[config.mk]
export PLATFORM = sky130hd
export DESIGN_NAME = batch_ctrl_pp
export DESIGN_NICKNAME = d
export VERILOG_FILES = /design/src/rtl/batch_pkg.sv /design/src/rtl/batch_ctrl_pp_drain.sv /design/src/rtl/batch_ctrl_pp.sv
export SDC_FILE = /design/constraint.sdc
export NUM_CORES = 1
export LEC_CHECK = 0
export BUFFER_PORTS_ARGS = -buffer_cell sky130_fd_sc_hd__buf_2
export CAP_MARGIN = 5
export CORE_UTILIZATION = 55
export CTS_BUF_LIST = sky130_fd_sc_hd__clkbuf_2 sky130_fd_sc_hd__clkbuf_4 sky130_fd_sc_hd__clkbuf_8
export CTS_CLUSTER_DIAMETER = 40
export DETAILED_ROUTE_END_ITERATION = 16
export GPL_ROUTABILITY_DRIVEN = 0
export PLACE_DENSITY = 0.8
export SLEW_MARGIN = 20
export SYNTH_ARGS = -nofsm -noshare
export SYNTH_HDL_FRONTEND = slang
export SYNTH_SLANG_ARGS = --single-unit
[constraint.sdc]
create_clock -name clk -period 3.97 [get_ports clk]
set_input_delay 0.5955 -clock clk [delete_from_list [all_inputs] [get_ports clk]]
set_output_delay 0.5955 -clock clk [all_outputs]
set_load 0.01 [all_outputs]
[src/rtl/batch_pkg.sv]
// Shared types and defaults for the ping-pong batch controller and its drain
// sub-block.
package batch_pkg;

  localparam int DEFAULT_AW = 12;

  typedef enum logic [1:0] {
    EMPTY = 2'd0,
    FULL  = 2'd1,
    DONE  = 2'd2
  } bank_state_t;

  typedef enum logic {
    C_IDLE = 1'b0,
    C_RUN  = 1'b1
  } comp_state_t;

endpackage

[src/rtl/batch_ctrl_pp_drain.sv]
// Result drain for one DONE bank: read counter, one-deep output register
// matching the 1-cycle dst buffer latency, and backpressure handling.
module batch_drain
  import batch_pkg::*;
#(
  parameter int AW = DEFAULT_AW
) (
  input  logic          clk,
  input  logic          rst_n,
  input  logic          i_start,
  input  logic          i_bank,
  input  logic [AW-1:0] i_ds,
  input  logic          i_ready,
  output logic          o_v,
  output logic [AW-1:0] o_a,
  output logic          o_bank,
  output logic          o_valid,
  output logic          o_last,
  output logic          o_done
);

  logic [AW-1:0] r_rcnt;
  logic [AW-1:0] r_widx;
  logic          r_valid;

  logic          w_v;
  logic          w_last;
  logic          w_done;

  // A read may only be issued when the output slot is free or being emptied,
  // so the buffer's held output never gets overwritten during a stall.
  assign w_v    = i_start & (r_rcnt < i_ds) & (~r_valid | i_ready);
  assign w_last = r_valid & (r_widx == i_ds - AW'(1));
  assign w_done = w_last & i_ready;

  assign o_v     = w_v;
  assign o_a     = r_rcnt;
  assign o_bank  = i_bank;
  assign o_valid = r_valid;
  assign o_last  = w_last;
  assign o_done  = w_done;

  // Read address counter, presented-word index and output valid flag.
  always_ff @(posedge clk or negedge rst_n) begin
    if (!rst_n) begin
      r_rcnt  <= {AW{1'b0}};
      r_widx  <= {AW{1'b0}};
      r_valid <= 1'b0;
    end else begin
      if (w_done) begin
        r_rcnt <= {AW{1'b0}};
      end else if (w_v) begin
        r_rcnt <= r_rcnt + AW'(1);
      end
      if (w_v) begin
        r_widx <= r_rcnt;
      end
      r_valid <= w_v | (r_valid & ~i_ready);
    end
  end

endmodule

[src/rtl/batch_ctrl_pp.sv]
// Ping-pong batch controller: overlaps input fill, sample compute and result
// drain on alternate src/dst buffer banks.
module batch_ctrl_pp
  import batch_pkg::*;
#(
  parameter int AW = DEFAULT_AW,
  parameter int NB = 2
) (
  input  logic          clk,
  input  logic          rst_n,
  input  logic          run,
  input  logic          src_valid,
  input  logic          src_last,
  output logic          src_ready,
  output logic          src_v,
  output logic [AW-1:0] src_a,
  output logic          src_bank,
  output logic          s_init,
  output logic          s_bank,
  input  logic          s_fin,
  output logic          dst_v,
  output logic [AW-1:0] dst_a,
  output logic          dst_bank,
  output logic          dst_valid,
  output logic          dst_last,
  input  logic          dst_ready,
  input  logic [AW-1:0] ss,
  input  logic [AW-1:0] ds,
  output logic          busy,
  output logic          err_last
);

  bank_state_t   r_state [NB];
  logic          r_fp;
  logic          r_cp;
  logic          r_dp;
  logic [AW-1:0] r_fcnt;
  comp_state_t   r_cstate;
  logic          r_err_last;

  logic          w_src_ready;
  logic          w_accept;
  logic          w_word_is_last;
  logic          w_fill_end;
  logic          w_last_bad;
  logic          w_c_start;
  logic          w_c_end;
  logic          w_drain_active;
  logic          w_drain_done;
  logic          w_busy;

  // The sample boundary comes from ss alone; src_last is only cross-checked.
  assign w_src_ready    = run & (r_state[r_fp] == EMPTY) & (ss != {AW{1'b0}});
  assign w_accept       = src_valid & w_src_ready;
  assign w_word_is_last = (r_fcnt == ss - AW'(1));
  assign w_fill_end     = w_accept & w_word_is_last;
  assign w_last_bad     = w_accept & (src_last ^ w_word_is_last);

  assign w_c_start      = (r_cstate == C_IDLE) & (r_state[r_cp] == FULL);
  assign w_c_end        = (r_cstate == C_RUN) & s_fin;
  assign w_drain_active = (r_state[r_dp] == DONE);

  // Any bank holding data, or a partially filled bank, counts as busy.
  always_comb begin
    w_busy = (r_fcnt != {AW{1'b0}});
    for (int i = 0; i < NB; i++) begin
      w_busy = w_busy | (r_state[i] != EMPTY);
    end
  end

  assign src_ready = w_src_ready;
  assign src_v     = w_accept;
  assign src_a     = r_fcnt;
  assign src_bank  = r_fp;
  assign s_init    = w_c_start;
  assign s_bank    = r_cp;
  assign busy      = w_busy;
  assign err_last  = r_err_last;

  // Fill word counter and fill bank pointer.
  always_ff @(posedge clk or negedge rst_n) begin
    if (!rst_n) begin
      r_fcnt <= {AW{1'b0}};
      r_fp   <= 1'b0;
    end else if (w_fill_end) begin
      r_fcnt <= {AW{1'b0}};
      r_fp   <= ~r_fp;
    end else if (w_accept) begin
      r_fcnt <= r_fcnt + AW'(1);
    end
  end

  // Sticky framing error flag, cleared only by reset.
  always_ff @(posedge clk or negedge rst_n) begin
    if (!rst_n) begin
      r_err_last <= 1'b0;
    end else if (w_last_bad) begin
      r_err_last <= 1'b1;
    end
  end

  // Compute sequencer: one s_init per FULL bank, wait for s_fin.
  always_ff @(posedge clk or negedge rst_n) begin
    if (!rst_n) begin
      r_cstate <= C_IDLE;
      r_cp     <= 1'b0;
    end else begin
      case (r_cstate)
        C_IDLE: begin
          if (w_c_start) begin
            r_cstate <= C_RUN;
          end
        end
        C_RUN: begin
          if (s_fin) begin
            r_cstate <= C_IDLE;
            r_cp     <= ~r_cp;
          end
        end
        default: begin
          r_cstate <= C_IDLE;
        end
      endcase
    end
  end

  // Drain bank pointer advances once the last word of a sample is taken.
  always_ff @(posedge clk or negedge rst_n) begin
    if (!rst_n) begin
      r_dp <= 1'b0;
    end else if (w_drain_done) begin
      r_dp <= ~r_dp;
    end
  end

  // Each pointer only moves its bank out of the state it owns, so the three
  // updates below never land on the same bank in one cycle.
  always_ff @(posedge clk or negedge rst_n) begin
    if (!rst_n) begin
      for (int i = 0; i < NB; i++) begin
        r_state[i] <= EMPTY;
      end
    end else begin
      if (w_fill_end) begin
        r_state[r_fp] <= FULL;
      end
      if (w_c_end) begin
        r_state[r_cp] <= DONE;
      end
      if (w_drain_done) begin
        r_state[r_dp] <= EMPTY;
      end
    end
  end

  batch_drain #(
    .AW(AW)
  ) u_drain (
    .clk     (clk),
    .rst_n   (rst_n),
    .i_start (w_drain_active),
    .i_bank  (r_dp),
    .i_ds    (ds),
    .i_ready (dst_ready),
    .o_v     (dst_v),
    .o_a     (dst_a),
    .o_bank  (dst_bank),
    .o_valid (dst_valid),
    .o_last  (dst_last),
    .o_done  (w_drain_done)
  );

endmodule

## Word-level counts from Yosys, hierarchy flattened

Cells that the tools add are included.

| cells by class | value |
|---|---|
| add/sub/neg operators | 4 |
| reductions and logical operators | 11 |
| order comparisons | 7 |
| bitwise logic cells | 34 |
| mux-type cells | 25 |
| eq/ne operators | 4 |

Operator list:

| kind | count |
|---|---|
| $mux W12 | 4 |
| $add A12 B1 Y12 const B | 2 |
| $eq A12 B12 Y1 | 2 |
| $mux W2 | 12 |
| $reduce_bool A12 Y1 | 2 |
| $sub A12 B1 Y12 const B | 2 |
| $and A1 B1 Y1 | 12 |
| $lt A12 B12 Y1 | 1 |
| $mux W4 | 3 |
| $reduce_bool A2 Y1 | 4 |
| $demux W2 S1 | 3 |
| $ge A2 B2 Y1 const B | 3 |
| $lt A2 B1 Y1 const B | 3 |
| $not A1 Y1 | 6 |
| $not A1 Y2 | 3 |
| $and A2 B2 Y2 | 2 |
| $and A4 B4 Y4 | 1 |
| $not A2 Y2 | 2 |
| $not A4 Y4 | 1 |
| $or A1 B1 Y1 | 4 |
| $or A2 B2 Y2 | 2 |
| $logic_and A1 B1 Y1 | 3 |
| $eq A2 B1 Y1 const B | 1 |
| $eq A2 B2 Y1 const B | 1 |
| 5 further kinds | 6 |

| word-level totals | value |
|---|---|
| bits of input ports | 31 |
| logic and storage cells | 96 |
| flip-flop bits (word level) | 46 |
| output and inout bits | 35 |

## Logic depth before layout (Yosys ltp)

| depth | value |
|---|---|
| depth after elaboration | 14 |
| gate-level depth with buffers | 10 |
| mapped depth without buffers | 9 |

## Cells and area by module

A second synthesis with hierarchy kept.

| unflattened totals | value |
|---|---|
| cell total of the unflattened synthesis | 412 |
| area total of the unflattened synthesis | 3519.6 sq um |

By module, submodules not included:

| module | area each (sq um) | sequential area each (sq um) | times used | cells an instance |
|---|---|---|---|---|
| batch_drain | 1863.0 | 625.6 | 1 | 216 |
| batch_ctrl_pp | 1656.6 | 525.5 | 1 | 196 |

## Least setup slack after synthesis

No wires, ideal clock.

| timing | value |
|---|---|
| kind | input to output |
| from | input ds[6] |
| to | output dst_v |
| stages | 9 |
| buffers on the path | 2 |
| setup slack | 1096 ps |
| data required time | 3374 ps |
| arrival | 2278 ps |
| path through | inv_1 -> ha_1 -> a21o_1 -> a211oi_1 -> o211ai_1 -> a21o_1 -> clkbuf_1 -> clkbuf_1 -> inv_1 |

| on the way | value |
|---|---|
| word-level cells in the longest chain between the ends | 3 |

Ends and longest elaborated chain:

| what | RTL line | RTL |
|---|---|---|
| from (decl) | batch_ctrl_pp.sv:28 | `input logic [AW-1:0] ds,` |
| $lt A12 B12 Y1 | batch_ctrl_pp_drain.sv:32 | `assign w_v = i_start & (r_rcnt < i_ds) & (~r_valid \| i_ready);` |
| $and A1 B1 Y1 (2 in a row) | batch_ctrl_pp_drain.sv:32 |  |
| to (decl) | batch_ctrl_pp.sv:21 | `output logic dst_v,` |

No other way between the ends.

## Worst setup path after layout

| timing | value |
|---|---|
| from | input ds[1] |
| to | output dst_last |

| on the way | value |
|---|---|
| word-level cells in the longest chain between the ends | 3 |

Ends and longest elaborated chain:

| what | RTL line | RTL |
|---|---|---|
| $sub A12 B1 Y12 | batch_ctrl_pp_drain.sv:33 | `assign w_last = r_valid & (r_widx == i_ds - AW'(1));` |
| $eq A12 B12 Y1 | batch_ctrl_pp_drain.sv:33 |  |
| $and A1 B1 Y1 | batch_ctrl_pp_drain.sv:33 |  |
| to (decl) | batch_ctrl_pp.sv:25 | `output logic dst_last,` |

No other way between the ends.

==> flow_summary.toml <==
[status]
status = "complete, no violations"

[sta]
fin_crit_sh_pct = 78.7
grt_setup_unrepaired = "false"
min_period_ns = 3.13
worst_pin_slew_ns = 0.799
hold_viol = 0
fmax_mhz = 320
drv_slew = 0
fin_hold_ws_ns = 0.301
finClkSkew_ns = 0.00779
finalSetupTns_ns = 0
final-setup-viol-count = 0
max_slew_margin_pct = 46.8

[power]
leakage_nw = 1.69
vdd_drop_max_v = 0.000256
p_total_mw = 1.99
p_per_area_nw_per_um2 = 527

[synth]
syn_area_per_cell_um2 = 8.90
netlist.area_leader.share_pct = 35.1
synth-seq-cells = 46
synth_commonest_cells = "46 x dfrtp_1, 31 x nand2_1, 27 x inv_1"
ys.flop_type = "dfrtp_1"
async_reset_ff_share_pct = 100
synthesis.nets = 416
synth_edf_count = 0
ys_warn_count = 0
synth.area.top_cells = "dfrtp_1 35%, ha_1 6.5%, xnor2_1 6.4%"
yosysTopAreaCell = "dfrtp_1"
netlist_area_um2 = 3280
synth_cell_types = 53
seq_area_frac_synth_pct = 35.1
synth_most_common_cell = "dfrtp_1"
synthCells = 368

[global_route]
antenna_found_initial = 0
met3_usage_pct = 4.02
gr-usage-met2_pct = 45.3
grt_max_degree = 47
grt.total_usage_pct = 25.3
grt.busiest_layer = "met2"
grt_pass1_vias = 2844
grt_pass1_wl_um = 12500
grt_overflow_total = 0
use_met1_pct = 31.6

[final_layout]
nNetsFinal = 479
nFillCells = 481
syn2layout_area_growth_pct = 15.4
multi_input_area_um2 = 1970
drive_gt1_share_pct = 22.5
register_area_um2 = 1150
antenna_cells = 0

[floorplanning]
die_x_um = 79.2
rows = 27
io_pins = 66
coreArea_um2 = 5610
start_util_pct = 58.4
die_h_um = 79.2
dieArea_um2 = 6270

[cts]
cts_tree = "yes"
numCtsBuffers = 5
htree_levels = 2
cts-root-buf = "clkbuf_8"
ctsResizeCount = 0
clk_path_buf_depth = 2
clkLatencyLatePin_ns = 0.29
cts.hold.buffers_added = 0
cts_setup_buffers = 0
clkTransAtPathRegs_ns = 0.08
cts_sinks = 46

[setup_path]
startpoint_type = "input pin"
crit_type = "input pin to primary output"
worstSetupEndpointType = "primary output"
cp_max_fo = 4
worstPathArrival_ns = 2.53
r2r_setup_slack_ns = 1.26
cp.required_ns = 3.37

[drt]
drc = 0
viasPerCell = 5.77
vias = 2907
drt_iter0_drc = 169
wl_per_cell_um = 14.6
dr.pass1.iters = 4
antenna_left = 0
drt_wl_total_um = 7350

[run]
max_cap_violations = 0

[worst_hold_path]
hold_class = "input pin to async pin"

[placed_design]
portBuffers = 65
hpwl_um = 5500
## path summary, 6_finish.rpt
check | startpoint | endpoint | cells after the start
min | rst_n | s_bank | 1
max in group asynchronous | rst_n | src_a[5] | 1
min in group clk | err_last | err_last | 1
max reg2reg | u_drain.o_a[6] | u_drain.o_a[7] | 7
max | ds[1] | dst_last | 10
min reg2reg | err_last | err_last | 1
## flip-flops by register name, summed over array words and instances (netlist names), 4 cells and up
register        cells
r_state             4
src_a              12
u_drain.o_a        12
u_drain.r_widx     12
## kinds of logic after synthesis
family	Yosys count	share of synthesized area [%]
muxes	18	5.96
AOI/OAI and AO/OA	77	15.3
xor gates and xnor gates	38	10.2
DFF	46	35.1
and+or+nand+nor	132	22.1
buffers and inverters	40	4.85
adders and majority gates	17	6.49
## worst max-delay path, stage by stage
cell     delay, ns
buf_2         0.11
inv_1         0.07
ha_1          0.20
nor4b_2       0.43
nand2_1       0.21
mux2i_1       0.19
mux2i_1       0.09
o22ai_1       0.17
nor4b_1       0.27
buf_2         0.19
## layout by cell type (no fill, tap or decap), types with 8 or more instances in the layout
cell type  count
o21ai_0       21
ha_1          17
buf_2         64
xor2_1        14
xnor2_1       24
inv_1         27
a21o_1         8
nand3_1       17
or3_1         13
nand2_1       31
nor2_1        21
nor3_1        10
dfrtp_1       46
mux2_2        12
a21oi_1       21
## final cells by class
| cell class | count | share of cell area [%] |
|---|---|---|
| repair buffers | 69 | 9.46 |
| flip-flops and latches | 46 | 30.4 |
| clock inverters | 1 | 0.794 |
| well taps | 72 | 2.38 |
| clock buffers | 7 | 2.22 |
| inverters | 27 | 2.68 |
| multi-input cells | 282 | 52.0 |
## stage by stage
step | instances | util [%] | area [um^2] | setup slack, ns
final | 504 | 67.4 | 3780 | 0.845
after detailed placement | 496 | 65.4 | 3660 | 0.838
after floorplan | 368 | - | 3280 | 1.10
after global placement | 496 | 65.4 | 3660 | 0.922
after CTS | 504 | 67.4 | 3780 | 0.902
after global routing | 504 | 67.4 | 3780 | 0.671
## layer usage
layer  up-vias  routed length (um)
met2        61                3630
met1      1388                3380
li1       1447                   -
met5         -                   0
met3        11                 242
met4         0                  93
## report_power, final
group | leakage (nW) | internal (mW) | total, mW | switching [mW]
logic | 1.14 | 0.408 | 0.841 | 0.434
clock network | 0.0593 | 0.202 | 0.348 | 0.146
registers | 0.494 | 0.608 | 0.804 | 0.196
(Power assumes the default switching activity.)
